===== config.mk =====
export PLATFORM = sky130hd
export DESIGN_NAME = led_pulse_driver
export DESIGN_NICKNAME = d
export VERILOG_FILES = /design/src/rtl/led_pulse_driver.sv
export SDC_FILE = /design/constraint.sdc
export NUM_CORES = 1
export LEC_CHECK = 0
export CAP_MARGIN = 20
export CORE_MARGIN = 2
export CORE_UTILIZATION = 55
export CTS_CLUSTER_DIAMETER = 40
export DETAILED_ROUTE_END_ITERATION = 8
export GPL_TIMING_DRIVEN = 0
export PLACE_DENSITY = 0.76
export SKIP_CTS_REPAIR_TIMING = 1
export SKIP_LAST_GASP = 1
export SLEW_MARGIN = 15
export SYNTH_ARGS = -nofsm -noshare
export SYNTH_HDL_FRONTEND = slang
export SYNTH_SLANG_ARGS = --single-unit

===== constraint.sdc =====
create_clock -name Clk -period 7.5 [get_ports Clk]
set_clock_uncertainty 0.1 [all_clocks]
set_input_delay 1.875 -clock Clk [delete_from_list [all_inputs] [get_ports Clk]]
set_output_delay 1.875 -clock Clk [all_outputs]
set_load 0.01 [all_outputs]

===== src/rtl/led_pulse_driver.sv =====
// Queued LED pulse driver: each request lights one active-low LED for ON_CYCLES, then holds a GAP_CYCLES dark gap.
// Optional sticky overflow flag Ovf when built with LED_PULSE_DRIVER_OVF_EN defined.
module led_pulse_driver #(
  parameter int ON_CYCLES  = 25,
  parameter int GAP_CYCLES = 5,
  parameter int DEPTH      = 4
) (
  input  logic       Clk,
  input  logic       Rst,
  input  logic       Pin,
  input  logic [1:0] Sym,
  output logic [3:0] Lout,
  output logic       Busy,
  output logic       Full,
`ifdef LED_PULSE_DRIVER_OVF_EN
  output logic       Ovf,
`endif
  output logic       Done
);

  localparam int PW      = $clog2(DEPTH);
  localparam int CNT_MAX = (ON_CYCLES > GAP_CYCLES) ? ON_CYCLES : GAP_CYCLES;
  localparam int CW      = $clog2(CNT_MAX + 1);
  localparam logic [CW-1:0] ON_LOAD  = CW'(ON_CYCLES - 1);
  localparam logic [CW-1:0] GAP_LOAD = CW'(GAP_CYCLES - 1);
  localparam logic [PW:0]   CNT_FULL = (PW + 1)'(DEPTH);

  typedef enum logic [1:0] {
    S_IDLE = 2'd0,
    S_ON   = 2'd1,
    S_GAP  = 2'd2
  } state_t;

  state_t        state_q, state_d;
  logic [CW-1:0] cnt_q, cnt_d;
  logic [1:0]    sym_q, sym_d;
  logic [PW-1:0] wr_ptr_q, wr_ptr_d;
  logic [PW-1:0] rd_ptr_q, rd_ptr_d;
  logic [PW:0]   count_q, count_d;
  logic [3:0]    lout_q, lout_d;
  logic          done_q, done_d;
  logic          busy_q, busy_d;
  logic          full_q, full_d;
  logic [1:0]    mem_q [DEPTH];
  logic          push, pop;

  // Full is the registered copy of the pre-edge count, so a drop ignores a same-edge pop.
  assign push = Pin && !full_q;

  always_ff @(posedge Clk) begin
    if (Rst) begin
      state_q  <= S_IDLE;
      cnt_q    <= '0;
      sym_q    <= '0;
      wr_ptr_q <= '0;
      rd_ptr_q <= '0;
      count_q  <= '0;
      lout_q   <= 4'b1111;
      done_q   <= 1'b0;
      busy_q   <= 1'b0;
      full_q   <= 1'b0;
    end else begin
      state_q  <= state_d;
      cnt_q    <= cnt_d;
      sym_q    <= sym_d;
      wr_ptr_q <= wr_ptr_d;
      rd_ptr_q <= rd_ptr_d;
      count_q  <= count_d;
      lout_q   <= lout_d;
      done_q   <= done_d;
      busy_q   <= busy_d;
      full_q   <= full_d;
    end
  end

  always_ff @(posedge Clk) begin
    if (!Rst && push) begin
      mem_q[wr_ptr_q] <= Sym;
    end
  end

  always_comb begin
    state_d = state_q;
    cnt_d   = cnt_q;
    sym_d   = sym_q;
    pop     = 1'b0;
    case (state_q)
      S_IDLE: begin
        if (count_q != '0) begin
          pop     = 1'b1;
          sym_d   = mem_q[rd_ptr_q];
          cnt_d   = ON_LOAD;
          state_d = S_ON;
        end
      end
      S_ON: begin
        if (cnt_q == '0) begin
          cnt_d   = GAP_LOAD;
          state_d = S_GAP;
        end else begin
          cnt_d = cnt_q - 1'b1;
        end
      end
      S_GAP: begin
        if (cnt_q == '0) begin
          if (count_q != '0) begin
            pop     = 1'b1;
            sym_d   = mem_q[rd_ptr_q];
            cnt_d   = ON_LOAD;
            state_d = S_ON;
          end else begin
            state_d = S_IDLE;
          end
        end else begin
          cnt_d = cnt_q - 1'b1;
        end
      end
      default: begin
        state_d = S_IDLE;
        cnt_d   = '0;
      end
    endcase
  end

  always_comb begin
    wr_ptr_d = wr_ptr_q + PW'(push);
    rd_ptr_d = rd_ptr_q + PW'(pop);
    count_d  = count_q;
    if (push && !pop) begin
      count_d = count_q + 1'b1;
    end else if (!push && pop) begin
      count_d = count_q - 1'b1;
    end
  end

  always_comb begin
    lout_d = 4'b1111;
    if (state_d == S_ON) begin
      lout_d = ~(4'b0001 << sym_d);
    end
    done_d = (state_q == S_ON) && (state_d == S_GAP);
    busy_d = (state_d != S_IDLE) || (count_d != '0);
    full_d = (count_d == CNT_FULL);
  end

  assign Lout = lout_q;
  assign Done = done_q;
  assign Busy = busy_q;
  assign Full = full_q;

`ifdef LED_PULSE_DRIVER_OVF_EN
  logic ovf_q;

  always_ff @(posedge Clk) begin
    if (Rst) begin
      ovf_q <= 1'b0;
    end else if (Pin && full_q) begin
      ovf_q <= 1'b1;
    end
  end

  assign Ovf = ovf_q;
`endif

endmodule

==> key figures <==
Outcome
  – Outcome: completed

Yosys
  – Ys async rst share: 0
  – Post-synth EDFFs: 8
  – Distinct cell type count after synthesis: between 40 and 50
  – Ys flop type: dfxtp_1
  – Yosys warning count: 0
  – Seq cells post-synth: 31
  – Synth Area per Inst: a little under 10 µm²
  – Syn Inst Count: 149
  – Syn nets: between 150 and 200
  – Seq/Total Area, Yosys: 0.474
  – Mapped cell area: approximately 1500 µm²
  – Area leader, netlist: dfxtp_1
  – Synth area leaders: dfxtp_1 31%, edfxtp_1 16%, nor2_1 6.1%
  – Top cell type's share of synthesized area: 0.311

Place
  – Port bufs: 11
  – Pre-CTS setup slack: 3.74 ns
  – DP HPWL: just under 2 mm
  – RePlAce Congestion: 0.859

Power
  – Clk pwr share: 0.117
  – Comb pwr share: 0.547
  – Psw: 313 µW
  – Reg power frac: 0.336
  – Pwr per Cell Area: roughly 450 nW/µm²
  – Int Power: 439 µW
  – Leak: 0.617 nW
  – Sw Share: 0.416
  – Peak supply drop: roughly 0.00026 V

Clock network
  – Max Root-Sink Buffers: 2
  – Clk_lat worst skew: about 0.33 ns
  – Clock slew at reported path FFs: roughly 0.09 ns
  – CTS tree: built
  – TritonCTS Buffers: 5
  – # H-tree levels: 2
  – Root buf cell: clkbuf_4
  – Clk sinks: 31

Layout
  – Seq. cell area: 701 µm²
  – Fill cell count: between 200 and 250
  – Area Overhead vs Synth: 13.1%
  – Final core utilization: 0.663
  – Share of cells above drive strength 1: 0.0898
  – Most frequent cells in the layout: 24 x nor2_1, 23 x dfxtp_1, 11 x clkdlybuf4s50_1, 9 x inv_1
  – Area of the multi-input gates: between 600 and 700 µm²
  – Nets: 178
  – Commonest non-fill, non-tap cell in the layout: nor2_1
  – Diode count: 0

Route
  – Final wirelength: a little under 3 mm
  – Via density: just under 6
  – Vias: around 1.2k
  – 1st-iter DRT viols: 29
  – DRC: 0
  – WL/cell: 14.7 µm
  – DRT Pass-1 Iters: 4
  – Post-DRT Antenna Nets: 0

Setup path
  – CP Data Arrival Time: about 3.6 ns
  – Critical path fanouts, max: 10
  – Worst Path Required: around 7.7 ns
  – CP Class: input pin to flop
  – Setup crit start kind: input pin
  – Setup crit end kind: flop

Floorplanning
  – Row cnt: 18
  – Die Height: ~56 µm
  – Die area: around 3100 µm²
  – I/O pin cnt: 12
  – Initial Utilization: 0.586
  – Die X: around 56 µm
  – Core area: between 2000 and 3000 µm²

Global routing
  – Vias in the first global route: roughly 1.1k
  – Initial antenna violation count: 0
  – Global router's overall resource usage: 0.205
  – GRT overflow: 0
  – First-pass GRT wire length: 4.98 mm
  – Largest net degree at the start of global routing: 11

Flow run
  – Number of max-cap violations: 0

Timing
  – Setup TNS Final: 0 ns
  – Fin crit share: 0.456
  – RSZ-0062 raised after global routing: no
  – Hold Worst Slack: 0.463 ns
  – Final setup violating endpoints: 0
  – Final Hold Vio Count: 0
  – Max_slew headroom: 0.520
  – Worst Slack Setup Final: a little over 4 ns
  – FMAX: around 290 MHz
  – Final min period: between 3 and 4 ns
  – Worst slew pin tran: 0.710 ns
  – Final Max Tran Viols: 0

Hold path
  – Worst min path class: flop to flop
==> layer usage <==
metal | global-route usage | up-vias | share of wire
li1 | - | 566 | -
met1 | 0.254 | 560 | 0.47
met2 | 0.333 | 26 | 0.48
met3 | 0.0674 | 6 | 0.041
met4 | 0.0748 | 0 | 0.013
met5 | 0 | - | 0
==> cells in the mapped netlist (3+ instances only) <==
library cell and n:
clkbuf_1 5, dfxtp_1 23, mux2i_1 3, a21oi_1 8, xnor2_1 5, edfxtp_1 8
o21ai_0 4, nor2b_1 3, inv_1 9, nor2_1 24, ha_1 6, nor3_1 4
nand2_1 6
==> cells by family (layout without fill, tap and decap cells) <==
| family | Yosys count | after routing | synth area share |
|---|---|---|---|
| AND/OR/NAND/NOR | 56 | 56 | 0.196 |
| flip-flops | 31 | 31 | 0.474 |
| AO/OA/AOI/OAI | 28 | 28 | 0.143 |
| buffers and inverters | 18 | 36 | 0.0558 |
| adder cells (fa/ha/maj) | 6 | 6 | 0.0508 |
| XOR/XNOR | 5 | 5 | 0.0296 |
| multiplexers | 5 | 5 | 0.0508 |
==> power by group through the flow <==
stage	Combinational, mW	Sequential (mW)	Clock, mW
floorplan	0.315	0.254	0
global placement	0.388	0.253	0
detailed placement	0.406	0.255	0
CTS	0.408	0.252	0.0885
global route	0.454	0.259	0.0984
finish	0.412	0.253	0.0878
==> stage by stage <==
stage          area [µm²]  instances  total power, mW
6_report             1670        197            0.752
5_1_grt              1670        197            0.811
4_1_cts              1670        197            0.749
3_5_place_dp         1630        190            0.661
3_3_place_gp         1630        190            0.641
2_1_floorplan        1480        149            0.569
==> layout make-up <==
cell class / count / share of cell area
Clock inverter: 2 / 0.00524
Clock buffer: 5 / 0.0224
Tap cell: 30 / 0.0224
Buffer: 9 / 0.0292
Timing Repair Buffer: 11 / 0.0658
Sequential cell: 31 / 0.419
Inverter: 9 / 0.0202
Multi-Input combinational cell: 100 / 0.416
==> registers in the layout, summed over array words and instances, names as in the netlist <==
name / flops
Busy: 1
Done: 1
Full: 1
Lout: 4
cnt_q: 5
count_q: 3
mem_q: 8
rd_ptr_q: 2
state_q: 2
sym_q: 2
wr_ptr_q: 2
==> path summary, 6_finish.rpt <==
check,from,endpoint,slack [ns],cells after the start
setup / recovery,Pin,Full,4.08,6
hold / removal,sym_q[1],sym_q[1],0.46,2
setup reg to reg,cnt_q[0],Lout[3],4.81,7
hold reg to reg,sym_q[1],sym_q[1],0.46,2
==> worst max-delay path, cell delays in order <==
cell,delay (ns)
clkdlybuf4s50_1,0.45
nand2b_1,0.05
clkbuf_1,0.22
or4_2,0.67
o311ai_2,0.11
nor3b_2,0.21
Power figures use the tool's default switching activity.
